## src/rtl/morse_tx_core.sv

```systemverilog
// Morse letter transmitter: takes a length plus a left-aligned dot/dash pattern on a start
// handshake and plays it on a registered LED, with symbol gaps, a trailing letter gap and done/err pulses.
module morse_tx_core #(
  parameter int DOT_CYCLES = 25_000_000,
  parameter int DASH_UNITS = 3,
  parameter int GAP_UNITS  = 3,
  parameter int MAX_LEN    = 5,
  parameter int LEN_W      = 3
) (
  input  logic               clk,
  input  logic               rst_n,
  input  logic               start,
  input  logic               abort,
  input  logic [LEN_W-1:0]   code_len,
  input  logic [MAX_LEN-1:0] code_bits,
  output logic               ready,
  output logic               busy,
  output logic               led,
  output logic               done,
  output logic               err,
  output logic [LEN_W-1:0]   sym_left
);

  localparam int LONG_UNITS = (DASH_UNITS > GAP_UNITS) ? DASH_UNITS : GAP_UNITS;
  localparam int CNT_W      = $clog2(LONG_UNITS * DOT_CYCLES) + 1;

  // Counter holds "cycles remaining minus one", so a state loaded with N-1 lasts exactly N cycles.
  localparam logic [CNT_W-1:0] DOT_LOAD  = CNT_W'(DOT_CYCLES - 1);
  localparam logic [CNT_W-1:0] DASH_LOAD = CNT_W'(DASH_UNITS * DOT_CYCLES - 1);
  localparam logic [CNT_W-1:0] TAIL_LOAD = CNT_W'(GAP_UNITS * DOT_CYCLES - 1);

  typedef enum logic [1:0] {IDLE, ON, GAP, TAIL} state_t;

  state_t             state_q, state_d;
  logic [CNT_W-1:0]   cnt_q, cnt_d;
  logic [MAX_LEN-1:0] shift_q, shift_d;
  logic [MAX_LEN-1:0] shift_next;
  logic [LEN_W-1:0]   sym_left_q, sym_left_d;
  logic               led_q, led_d;
  logic               done_q, done_d;
  logic               err_q, err_d;
  logic               len_ok;

  always_ff @(posedge clk or negedge rst_n) begin
    if (!rst_n) begin
      state_q    <= IDLE;
      cnt_q      <= '0;
      shift_q    <= '0;
      sym_left_q <= '0;
      led_q      <= 1'b0;
      done_q     <= 1'b0;
      err_q      <= 1'b0;
    end else begin
      state_q    <= state_d;
      cnt_q      <= cnt_d;
      shift_q    <= shift_d;
      sym_left_q <= sym_left_d;
      led_q      <= led_d;
      done_q     <= done_d;
      err_q      <= err_d;
    end
  end

  always_comb begin
    state_d    = state_q;
    cnt_d      = cnt_q;
    shift_d    = shift_q;
    sym_left_d = sym_left_q;
    done_d     = 1'b0;
    err_d      = 1'b0;
    shift_next = shift_q << 1;
    len_ok     = (code_len != '0) && (int'(code_len) <= MAX_LEN);

    case (state_q)
      IDLE: begin
        if (start && !abort) begin
          if (len_ok) begin
            state_d    = ON;
            shift_d    = code_bits;
            sym_left_d = code_len - LEN_W'(1);
            cnt_d      = code_bits[MAX_LEN-1] ? DASH_LOAD : DOT_LOAD;
          end else begin
            err_d = 1'b1;
          end
        end
      end
      ON: begin
        if (cnt_q == '0) begin
          if (sym_left_q != '0) begin
            state_d = GAP;
            cnt_d   = DOT_LOAD;
          end else begin
            state_d = TAIL;
            cnt_d   = TAIL_LOAD;
          end
        end else begin
          cnt_d = cnt_q - CNT_W'(1);
        end
      end
      GAP: begin
        if (cnt_q == '0) begin
          state_d    = ON;
          shift_d    = shift_next;
          sym_left_d = sym_left_q - LEN_W'(1);
          cnt_d      = shift_next[MAX_LEN-1] ? DASH_LOAD : DOT_LOAD;
        end else begin
          cnt_d = cnt_q - CNT_W'(1);
        end
      end
      TAIL: begin
        if (cnt_q == '0) begin
          state_d = IDLE;
          done_d  = 1'b1;
        end else begin
          cnt_d = cnt_q - CNT_W'(1);
        end
      end
      default: state_d = IDLE;
    endcase

    // Abort drops the letter without a done pulse.
    if (abort && (state_q != IDLE)) begin
      state_d    = IDLE;
      cnt_d      = '0;
      shift_d    = '0;
      sym_left_d = '0;
      done_d     = 1'b0;
    end

    led_d = (state_d == ON);
  end

  always_comb begin
    ready    = (state_q == IDLE);
    busy     = (state_q != IDLE);
    led      = led_q;
    done     = done_q;
    err      = err_q;
    sym_left = sym_left_q;
  end

endmodule

```

## config.mk

```make
export PLATFORM = sky130hd
export DESIGN_NAME = morse_tx_core
export DESIGN_NICKNAME = d
export VERILOG_FILES = /design/src/rtl/morse_tx_core.sv
export SDC_FILE = /design/constraint.sdc
export NUM_CORES = 1
export LEC_CHECK = 0
export CORE_MARGIN = 2
export CORE_UTILIZATION = 55
export DETAILED_ROUTE_END_ITERATION = 12
export GPL_TIMING_DRIVEN = 0
export PLACE_DENSITY = 0.74
export SLEW_MARGIN = 5
export SYNTH_ARGS = -nofsm -noshare
export SYNTH_HDL_FRONTEND = slang
export SYNTH_SLANG_ARGS = --single-unit
```

## constraint.sdc

```tcl
create_clock -name clk -period 5.58 [get_ports clk]
set_input_delay 0.837 -clock clk [delete_from_list [all_inputs] [get_ports clk]]
set_output_delay 0.837 -clock clk [all_outputs]
set_load 0.03 [all_outputs]
```

## After elaboration in Yosys (flattened, before gate mapping)

Cells that the tools add are included.

| word-level totals | value |
|---|---|
| bits in registers | 40 |
| bits in latches | 0 |
| memory bits (writable) | 0 |
| memory bits (read-only) | 0 |
| output and inout port bits | 8 |
| word-level logic and storage cells | 65 |
| memories kept | 0 |

| cells by class | value |
|---|---|
| add/subtract/negate cells | 3 |
| $mul | 0 |
| div/mod/pow operators | 0 |
| magnitude comparators | 1 |
| eq/ne operators | 8 |
| shifts and indexed selects | 0 |
| multiplexer cells | 34 |
| bitwise operators | 0 |
| reductions and logical operators | 12 |

Operators with widths:

| cell | count |
|---|---|
| 2-to-1 mux 28 bit | 6 |
| case mux 28 bit (4 select lines) | 1 |
| 2-to-1 mux 27 bit | 3 |
| logical NOT 28 bit | 1 |
| subtractor 28 x 1 -> 28 bit (second input constant) | 1 |
| 2-to-1 mux 4 bit | 4 |
| 2-to-1 mux 2 bit | 6 |
| 2-to-1 mux 3 bit | 4 |
| nonzero test 3 bit | 3 |
| case mux 2 bit (4 select lines) | 1 |
| case mux 4 bit (2 select lines) | 1 |
| 2-to-1 mux 1 bit | 7 |
| inequality test 3 x 1 -> 1 bit (second input constant) | 2 |
| inequality test 3 bit (second input constant) | 2 |
| case mux 3 bit (2 select lines) | 1 |
| subtractor 3 x 1 -> 3 bit (second input constant) | 2 |
| equality test 2 x 1 -> 1 bit (second input constant) | 2 |
| equality test 2 bit (second input constant) | 2 |
| AND reduction 4 bit | 1 |
| <= comparator 3 bit (second input constant) | 1 |
| logical AND 1 bit | 3 |
| AND reduction 3 bit | 1 |
| logical NOT 2 bit | 1 |
| nonzero test 2 bit | 1 |
| logical NOT 1 bit | 1 |

## Longest topological paths before layout

Gate-level depths: netlist of the first run.

| depth | value |
|---|---|
| depth after elaboration | 7 |
| mapped depth | 10 |
| gate-level depth less buffers | 8 |

## Least setup slack after synthesis of the first run

No wires, ideal clock.

| path | value |
|---|---|
| path type | reg2reg |
| start | register cnt_q[0] |
| end | register cnt_q[21] |
| arrival | 2.345 ns |
| slack | 3.157 ns |
| cell stages (with the launch flop) | 11 |
| path buffers | 2 |
| period minus slack after synthesis | 2.423 ns |
| cells stage by stage | dfrtp_1 > inv_1 > ha_1 > nor3b_1 > and4_1 > buf_2 > a21oi_1 > or2_1 > buf_2 > a211o_2 > a21oi_1 |

| between the ends | value |
|---|---|
| cells in the longest elaborated chain, start to end | 4 |
| elaborated cells on any way between the ends | 9 |
| those cells by class | 1 x add/sub; 1 x eq/ne; 5 x mux; 2 x reduce/logical |

RTL lines:

| what | RTL line | source |
|---|---|---|
| start: declaration | 35 | `logic [CNT_W-1:0] cnt_q, cnt_d;` |
| start signal: assignment | 55 | `cnt_q <= cnt_d;` |
| subtractor 28 x 1 -> 28 bit or logical NOT 28 bit (tied branches) | -- |  |
| 2-to-1 mux 28 bit, on equally long branches | 111, 101, 88 |  |
| case mux 28 bit (4 select lines) | 74 | `case (state_q)` |
| 2-to-1 mux 28 bit | 122 | `if (abort && (state_q != IDLE)) begin` |

Several ways; a longest one is shown, not always the timed one. The select of a mux whose other input is x is not followed.
A chain may end at the register's enable or synchronous reset.

## Worst setup path after layout of the first run

| path | value |
|---|---|
| start | register cnt_q[0] |
| end | register cnt_q[17] |

The elaborated chain is that of the path after synthesis.

==> out/results.txt, run 1 <==
N_diodes -> 0
Initial Utilization -> 57.9%
Gate power share -> 42.1%
DP HPWL -> 4620 um
CP max-delay cell -> nor3b_1
Net Sw Power -> 0.527 mW
PostCTS Resize Cnt -> 0
Clk buf depth -> 2
Number of global-route vias before repair -> 2114
Pin count of the biggest net entering global routing -> 24
Chip Width -> 72.2 um
CP Capture Type -> flop
Via count -> 2272
# setup viols final -> 0
CP Launch Type -> flop
Overflow after GRT -> 0
Critical Path Max Stage Delay -> 630 ps
Fmax -> 0.324 GHz
Slew Viols, Final -> 0
Final net count -> 321
Syn_nets -> 294
Drt pass-1 iters -> 4
Count of cell types in the netlist -> 63
Die Y -> 72.2 um
PD cells -> 434 nW/um2
ANT nets after route -> 0
Final Total Pwr -> 1.28 mW
Share of power burned in registers -> 39.7%
PortBufs -> 19
Total track usage -> 26.2%
Share of the synthesized area in the top cell type -> 39.1%
Slew headroom -> 38.1%
Sequential area share after synthesis -> 39.1%
Worst IR Drop VDD -> 0.263 mV
Layout area overhead -> 15.1%
Clk_skew -> 10.5 ps
Cell taking the most area after synthesis -> dfrtp_1
Post-synth EDFFs -> 0
Critical path data arrival time -> 3270 ps
CP Cell Sequence -> inv_1 -> ha_1 -> nor3b_1 -> and4_1 -> buf_2 -> a21oi_1 -> nor2_1 -> o21a_1 -> buf_2 -> nor2_1
Internal Power -> 0.750 mW
First-pass GRT wire length -> 10500 um
Yosys reg bits -> 40
CTS sink count -> 40
Final worst path period need -> 3090 ps
Root buffer cell -> clkbuf_8
Final wirelength -> 6180 um
Switching portion of total power -> 41.3%
Setup tns final -> 0 ps
Final worst path period share -> 55.3%
Clock power frac -> 18.1%
Ys flop type -> dfrtp_1
Main area contributors after synthesis -> dfrtp_1, nor2_1, a21oi_1
Via/cell ratio -> 6.31
Core ar. -> 4410 um2
Initial DRC count -> 193
RSZ-0062 raised after global routing -> false
Cells after Synth -> 280
Mapped cell area -> 2560 um2
Share of cells above drive strength 1 -> 12.7%
Final Wtd Congestion -> 0.924
CP Class -> flop to flop
DIE AREA -> 5210 um2
Clock Latency Late Sink -> 300 ps
Mean cell area of the mapped netlist -> 9.13 um2
Peak fanout along the critical path -> 10
Placement Rows -> 24
Post-CTS Setup Bufs -> 0
Req. time, crit path -> 5760 ps
Hold Buf Count CTS -> 0
Max_cap viols -> 0
Status -> complete, no violations
CTS clock-pin slew for the worst setup and hold paths -> 70 ps
Leakage Power -> 1.20 nW
DRC viols -> 0
Post-synth ARST share -> 100%
Slew @ Worst Pin -> 923 ps
CTS tree -> done
Initial antenna violation count -> 0
CTS Buf Count -> 5
Ys Warns -> 0
Drt wl/cell -> 17.2 um
Final Hold Vio Count -> 0
Min-Delay Path Class -> input pin to async pin
H-tree levels -> 2
I/O pin total -> 20
-- registers in the layout, summed over array words and instances, names as in the netlist --
signal / flops
sym_left: 3
done: 1
led: 1
shift_q: 4
cnt_q: 28
state_q: 2
err: 1
-- cells in the mapped netlist, types with 3 or more instances --
cell	count
dfrtp_1	40
o21a_1	5
nor4_1	8
and2_1	4
nand2_1	16
nor2_1	28
and3_1	4
nor3_1	12
or4_1	3
buf_6	3
inv_1	11
a211o_1	5
nand4_1	6
nand3_1	7
mux2i_1	6
xnor2_1	9
o21ai_1	4
a31o_2	3
buf_2	4
a21oi_1	17
o21ai_0	17
a221o_1	3
nor4_2	3
a31oi_1	5
clkbuf_1	4
-- metal layers --
layer	global-route usage [%]	part of all wire, %	routed length [um]	vias to the layer above
met4	7.97	1.4	85	0
met5	0	0	0	-
li1	-	-	-	1117
met2	37.1	43	2670	58
met3	4.72	5.2	322	9
met1	40.7	50	3100	1088
-- path summary, 6_finish.rpt --
path / startpoint / end / slack [ps] / cells past startpoint
setup / recovery: cnt_q[0] / cnt_q[17] / 2490 / 10
hold / removal: rst_n / led / 480 / 1
setup reg to reg: cnt_q[0] / cnt_q[17] / 2490 / 10
hold reg to reg: shift_q[0] / shift_q[0] / 500 / 1
max in group asynchronous: rst_n / cnt_q[2] / 4650 / 2
min in group clk: shift_q[0] / shift_q[0] / 500 / 1
-- cells in the final DEF, fill, tap and decap left out, drive strengths merged, types with 3 or more instances in the layout --
| cell | instances |
|---|---|
| nand2 | 16 |
| dfrtp | 40 |
| a21oi | 17 |
| mux2i | 6 |
| or3 | 5 |
| buf | 9 |
| clkdlybuf4s50 | 18 |
| a31oi | 5 |
| a221o | 3 |
| nand3 | 7 |
| o21a | 5 |
| inv | 11 |
| or4 | 5 |
| xnor2 | 9 |
| and3 | 5 |
| nor3 | 12 |
| and2 | 4 |
| a211o | 6 |
| nand4 | 6 |
| o21ai | 21 |
| or2 | 4 |
| a31o | 5 |
| nor2 | 29 |
| clkbuf | 11 |
| nor4 | 13 |
-- critical path: cells and delay by family (launching register included) --
kind	cells	cell delay [ps]
buffers and inverters	3	520
adder cells (fa/ha/maj)	1	210
AND/OR/NAND/NOR	4	1540
flip-flops	1	410
AO/OA/AOI/OAI	2	300
-- final cells by class --
cell class | instances | area, um2
Clock buffer | 6 | 72.6
Sequential cell | 40 | 1000
Clock inverter | 2 | 35.0
Tap cell | 52 | 65.1
Inverter | 11 | 41.3
Fill cell | 358 | 1470
Buffer | 12 | 76.3
Multi-Input combinational cell | 217 | 1440
Timing Repair Buffer | 20 | 213
-- power groups by stage --
stage / Clock, mW / Combinational, mW / Sequential [mW]
4_1_cts: 0.236 / 0.536 / 0.505
3_5_place_dp: 0 / 0.533 / 0.511
5_1_grt: 0.248 / 0.595 / 0.525
2_1_floorplan: 0 / 0.375 / 0.503
6_report: 0.231 / 0.538 / 0.507
3_3_place_gp: 0 / 0.527 / 0.507
-- logic make-up (layout without fill, tap and decap cells) --
family                   count (synthesis)  count (layout)  synth area share, %
buffers and inverters                   23              51                 4.60
AND/OR/NAND/NOR                        115             115                 26.3
flip-flops                              40              40                 39.1
XOR/XNOR                                 9               9                 3.08
AO/OA/AOI/OAI                           83              83                 22.7
multiplexers                             8               8                 3.23
adder cells (fa/ha/maj)                  2               2                0.978
-- metrics by stage --
step / std cells / util (%) / setup WS (ps) / hold WS (ps) / area, um2
floorplan: 280 / - / 3160 / 455 / 2560
finish: 360 / 66.7 / 2490 / 480 / 2940
CTS: 360 / 66.7 / 2580 / 493 / 2940
global route: 360 / 66.7 / 2290 / 523 / 2940
global placement: 351 / 63.7 / 2520 / 484 / 2810
detailed placement: 352 / 64.2 / 2500 / 482 / 2840
Power figures use the tool's default switching activity.
==> run 2: changes to the inputs <==
==> constraint.sdc (replaced) <==
create_clock -name clk -period 2.9 [get_ports clk]
set_input_delay 0.435 -clock clk [delete_from_list [all_inputs] [get_ports clk]]
set_output_delay 0.435 -clock clk [all_outputs]
set_load 0.03 [all_outputs]
==> run 2 against run 1 <==
Net effect: register-to-register slack got worse by 2300 ps; hold slack got worse by 400 ps; global-route usage is the same; die area unchanged; largest power group unchanged; critical path depth did not move; sequential power increased by 93%; cell area rose by 0.68%; non-clock buffer count unchanged; flip-flop and latch count unchanged.
==> out/results.txt, run 2 (same netlist as run 1, synthesis figures left out) <==
DP HPWL -> 4620 um (unchanged)
Via count -> 2258 (-0.62%)
CP Class -> flop to flop
Overflow after GRT -> 0 (unchanged)
Total track usage -> 26.2% (unchanged)
Initial antenna violation count -> 0 (unchanged)
Leakage Power -> 1.21 nW (+0.55%)
FILL cells -> 355 (-0.84%)
Cells after DPL -> 352 (unchanged)
CTS sink count -> 40 (unchanged)
Final worst path period need -> 2700 ps (-383 ps)
Critical path data arrival time -> 2920 ps (-350 ps)
Peak fanout along the critical path -> 10 (unchanged)
DIE AREA -> 5210 um2 (unchanged)
Hold slack final -> 78.6 ps (-401 ps)
Share of cells above drive strength 1 -> 14.3% (+1.6 points)
Drt pass-1 iters -> 5 (+1)
Worst IR Drop VDD -> 0.506 mV (+92%)
PortBufs -> 19 (unchanged)
Final Hold Vio Count -> 0 (unchanged)
First-pass GRT wire length -> 10500 um (unchanged)
DRC viols -> 0 (unchanged)
Post-DP Area -> 2840 um2 (unchanged)
Leading cell type in the layout, fill and taps excluded -> dfrtp_1
Die Y -> 72.2 um (unchanged)
Status -> complete, no violations
Fmax -> 0.370 GHz (+14%)
Min-Delay Path Class -> input pin to async pin
Fin cells -> 360 (unchanged)
Root buffer cell -> clkbuf_8
Most frequent cells in the layout -> dfrtp_1, nor2_1, clkdlybuf4s50_1
Final instance area -> 2960 um2 (+0.68%)
Core ar. -> 4410 um2 (unchanged)
CP Launch Type -> flop
Final Wtd Congestion -> 0.924 (unchanged)
Final wirelength -> 6180 um (about the same)
Slew headroom -> 47.4% (+9.3 points)
Slew @ Worst Pin -> 781 ps (-141 ps)
Pin count of the biggest net entering global routing -> 24 (unchanged)
Drt wl/cell -> 17.2 um (about the same)
CTS clock-pin slew for the worst setup and hold paths -> 70 ps (about the same)
# setup viols final -> 0 (unchanged)
CTS Buf Count -> 5 (unchanged)
Hold Buf Count CTS -> 0 (unchanged)
Max_cap viols -> 0 (unchanged)
PD cells -> 834 nW/um2 (+92%)
Final Total Pwr -> 2.47 mW (+93%)
Final net count -> 321 (unchanged)
Via/cell ratio -> 6.27 (-0.62%)
I/O pin total -> 20 (unchanged)
Setup tns final -> 0 ps (unchanged)
Most flops, register -> cnt_q
RSZ-0062 raised after global routing -> false
Sequential cell area -> 1000 um2 (unchanged)
CTS tree -> done
Placement Rows -> 24 (unchanged)
H-tree levels -> 2 (unchanged)
Largest register FFs -> 28 (unchanged)
Initial DRC count -> 182 (-5.7%)
N_diodes -> 0 (unchanged)
ANT nets after route -> 0 (unchanged)
Layout area overhead -> 15.9%
Req. time, crit path -> 3120 ps (-2640 ps)
Clk buf depth -> 2 (unchanged)
Clock Latency Late Sink -> 300 ps (about the same)
CP Capture Type -> flop
Slew Viols, Final -> 0 (unchanged)
Initial Utilization -> 57.9% (unchanged)
Clk_skew -> 11.2 ps (+0.695 ps)
Multi-input gate area -> 1460 um2 (+1.3%)
Post-CTS Setup Bufs -> 0 (unchanged)
Final worst path period share -> 93.3% (+38 points)
Number of global-route vias before repair -> 2114 (unchanged)
Chip Width -> 72.2 um (unchanged)
-- run 2: cell counts in the layout (fill, tap and decap cells not counted) --
No cell type changed its count.
-- run 2: worst paths after layout --
kind / slack [ps] / start / depth (start not counted) / to
hold reg to reg: 500 / shift_q[0] / 1 / shift_q[0]
min in group clk: 500 / shift_q[0] / 1 / shift_q[0]
max in group asynchronous: 2370 / rst_n / 2 / cnt_q[2]
setup reg to reg: 200 / cnt_q[0] / 10 / cnt_q[21]
hold / removal: 80 / rst_n / 1 / led
setup / recovery: 200 / cnt_q[0] / 10 / cnt_q[21]
-- run 2: layout make-up --
class / instances / share of cell area (%)
repair buffers: 20 / 7.18
well taps: 52 / 2.20
multi-input cells: 217 / 49.2
flip-flops and latches: 40 / 33.8
clock buffers: 6 / 2.45
plain buffers: 12 / 2.62
inverters: 11 / 1.39
clock inverters: 2 / 1.18
-- run 2: power by group --
| group | switching (mW) | internal (mW) |
|---|---|---|
| Clock | 0.191 | 0.255 |
| Combinational | 0.594 | 0.450 |
| Sequential | 0.238 | 0.743 |
-- run 2: through the flow --
step / util (%) / setup WS [ps]
2_1_floorplan: - / 477
3_3_place_gp: 63.7 / -35.6
3_5_place_dp: 64.2 / -80.8
4_1_cts: 66.8 / 66.0
5_1_grt: 67.1 / 25.8
6_report: 67.1 / 195
-- run 2: layer usage --
layer,part of all wire [%],global-route usage [%],vias up
met5,0,0,-
met4,1.0,7.97,0
met3,4.8,4.72,7
met2,43,37.1,50
met1,51,40.7,1089
li1,-,-,1112
-- run 2: repair_timing --
item | CTS | global route
resized for setup | 1 | 5
setup endpoints to repair | 10 | 12
pin swaps | 0 | 0
cloned | 0 | 0
-- run 2: critical path, stage by stage (launching register included) --
cell     delay (ps)
dfrtp_1         410
inv_1            80
ha_1            210
nor3b_2         390
and4_1          260
buf_2           200
a21oi_1         140
or2_1           290
buf_2           200
a211o_2         300
a21oi_1         140
==> run 3: changes to the inputs <==
--- a/config.mk
+++ b/config.mk
@@ -5,6 +5,7 @@
 export SDC_FILE = /design/constraint.sdc
 export NUM_CORES = 1
 export LEC_CHECK = 0
+export ABC_AREA = 1
 export CORE_MARGIN = 2
 export CORE_UTILIZATION = 55
 export DETAILED_ROUTE_END_ITERATION = 12
==> run 3 against run 2 <==
Net effect: hold slack gained 5.0 ps; cell area up 6.1%; non-clock buffer count is 7 lower; flip-flop and latch count unchanged.
==> out/results.txt, run 3 <==
Cell taking the most area after synthesis -> dfrtp_1
Ys flop type -> dfrtp_1
Final worst path period need -> 2430 ps (-274 ps)
Yosys reg bits -> 40 (unchanged)
CTS clock-pin slew for the worst setup and hold paths -> 90 ps (+20 ps)
Min-Delay Path Class -> input pin to async pin
RSZ-0062 raised after global routing -> false
Overflow after GRT -> 0 (unchanged)
Number of global-route vias before repair -> 2409 (+14%)
CTS sink count -> 40 (unchanged)
Post-synth EDFFs -> 0 (unchanged)
I/O pin total -> 20 (unchanged)
Mean cell area of the mapped netlist -> 6.78 um2 (-26%)
Most flops, register -> cnt_q
PostCTS Resize Cnt -> 0 (-1)
Clock Latency Late Sink -> 300 ps (about the same)
Cells after Synth -> 401 (+43%)
Req. time, crit path -> 3080 ps (-40 ps)
Initial Utilization -> 57.2% (-0.73 points)
Initial DRC count -> 158 (-13%)
CP Class -> flop to flop
Final wirelength -> 6810 um (+10%)
Count leader, synth -> nand2_1
Slew Viols, Final -> 0 (unchanged)
Final Total Pwr -> 2.74 mW (+11%)
Initial antenna violation count -> 0 (unchanged)
Final net count -> 442 (+38%)
Layout area overhead -> 15.5%
Fmax -> 0.411 GHz (+11%)
Setup tns final -> 0 ps (unchanged)
Reg-to-reg critical path startpoint -> cnt_q[0]
Final Hold Vio Count -> 0 (unchanged)
Chip Width -> 74.3 um (+3.0%)
Hold Buf Count CTS -> 0 (unchanged)
Most frequent cells in the layout -> nand2_1, inv_1, nor2_1
PortBufs -> 19 (unchanged)
Share of the synthesized area in the top cell type -> 36.8% (-2.3 points)
Clk buf depth -> 2 (unchanged)
Share of cells above drive strength 1 -> 10.7% (-3.6 points)
CP startpoint -> cnt_q[0]
Cells after DPL -> 488 (+39%)
Mapped cell area -> 2720 um2 (+6.4%)
ANT nets after route -> 0 (unchanged)
CTS Buf Count -> 5 (unchanged)
H-tree levels -> 2 (unchanged)
Status -> complete, no violations
Final Core Density -> 66.1% (-1.0 points)
Pin count of the biggest net entering global routing -> 22 (-8.3%)
Via count -> 2695 (+19%)
# setup viols final -> 0 (unchanged)
Clk_skew -> 9.78 ps (-1.39 ps)
Count of cell types in the netlist -> 30 (-52%)
Leakage Power -> 1.50 nW (+24%)
Placement Rows -> 25 (+4.2%)
Sequential area share after synthesis -> 36.8% (-2.3 points)
CTS tree -> done
Max_cap viols -> 0 (unchanged)
Main area contributors after synthesis -> dfrtp_1, nand2_1, inv_1
Core ar. -> 4750 um2 (+7.7%)
Slew headroom -> 45.7% (-1.7 points)
Final worst path period share -> 83.8% (-9.4 points)
Post-synth ARST share -> 100% (unchanged)
CP Capture Type -> flop
Syn_nets -> 415 (+41%)
FILL cells -> 434 (+22%)
Largest register FFs -> 28 (unchanged)
PD cells -> 871 nW/um2 (+4.4%)
Post-synth top cells -> nand2_1, inv_1, nor2_1, dfrtp_1, o21ai_0
Die Y -> 74.3 um (+3.0%)
DP HPWL -> 5080 um (+9.9%)
Ys Warns -> 0 (unchanged)
Sequential cell area -> 1000 um2 (unchanged)
Drt pass-1 iters -> 5 (unchanged)
DIE AREA -> 5520 um2 (+6.0%)
First-pass GRT wire length -> 11300 um (+7.3%)
N_diodes -> 0 (unchanged)
Drt wl/cell -> 13.7 um (-20%)
Slew @ Worst Pin -> 806 ps (+24.3 ps)
Critical path data arrival time -> 2610 ps (-310 ps)
Final Wtd Congestion -> 0.866 (-6.2%)
Leading cell type in the layout, fill and taps excluded -> nand2_1
Worst IR Drop VDD -> 0.544 mV (+7.4%)
Root buffer cell -> clkbuf_8
Post-CTS Setup Bufs -> 0 (unchanged)
Fin cells -> 496 (+38%)
Total track usage -> 27.1% (+0.87 points)
DRC viols -> 0 (unchanged)
Peak fanout along the critical path -> 9 (-1)
Via/cell ratio -> 5.43 (-13%)
Multi-input gate area -> 1470 um2 (+0.69%)
CP Launch Type -> flop
[run 3: area by class of cell]
type | count | share of cell area [%]
inverter | 57 | 6.81
multi-input combinational | 299 | 46.7
timing repair buffer | 20 | 6.77
tap | 67 | 2.67
clock buffer | 7 | 3.07
buffer | 5 | 1.19
clock inverter | 1 | 0.955
sequential | 40 | 31.8
[run 3: metal layers]
layer  global-route usage (%)  vias to the layer above  routed length [um]
met5                        0                        -                   0
met4                     9.92                        0                 141
met3                     4.74                       13                 416
met2                     43.9                       84                3260
met1                     36.6                     1275                2990
li1                         -                     1323                   -
[run 3: logic make-up (layout without fill, tap and decap cells)]
kind of cell / Yosys count / in the layout / share of synthesized area [%]
buf+inv: 62 / 90 / 9.25
flops: 40 / 40 / 36.8
compound gates: 52 / 52 / 10.6
fa+ha+maj: 2 / 2 / 0.920
simple gates: 235 / 235 / 39.2
xor+xnor: 9 / 9 / 2.90
mux: 1 / 1 / 0.368
[run 3: critical path, stage by stage (launching register included)]
cell     delay (ps)
dfrtp_1         360
inv_1           100
ha_1            250
nand2_2         120
nor2_4          190
nand2_1         150
nor2_2          170
nand2_2         120
a21oi_4         330
o21ai_2         170
inv_1           260
nor2_1           90
[run 3: path summary, 6_finish.rpt]
kind | to | slack (ps) | depth (start not counted)
min reg2reg | shift_q[2] | 490 | 2
min in group clk | shift_q[2] | 490 | 2
min | cnt_q[3] | 80 | 1
max | cnt_q[25] | 470 | 11
max in group asynchronous | cnt_q[12] | 2340 | 2
max reg2reg | cnt_q[25] | 470 | 11
[run 3: where the power goes]
| part | total, mW | leakage (nW) | switching [mW] | internal [mW] |
|---|---|---|---|---|
| clock | 0.513 | 0.0645 | 0.209 | 0.304 |
| sequential | 0.927 | 0.499 | 0.181 | 0.746 |
| combinational | 1.30 | 0.933 | 0.868 | 0.429 |
| total | 2.74 | 1.50 | 1.26 | 1.48 |
[run 3: metrics by stage]
step	worst slack [ps]	cell area (um2)	hold slack (ps)
finish	469	3140	83.6
floorplan	1090	2720	139
CTS	500	3140	103
global route	268	3140	125
global placement	382	2990	465
detailed placement	521	3020	427
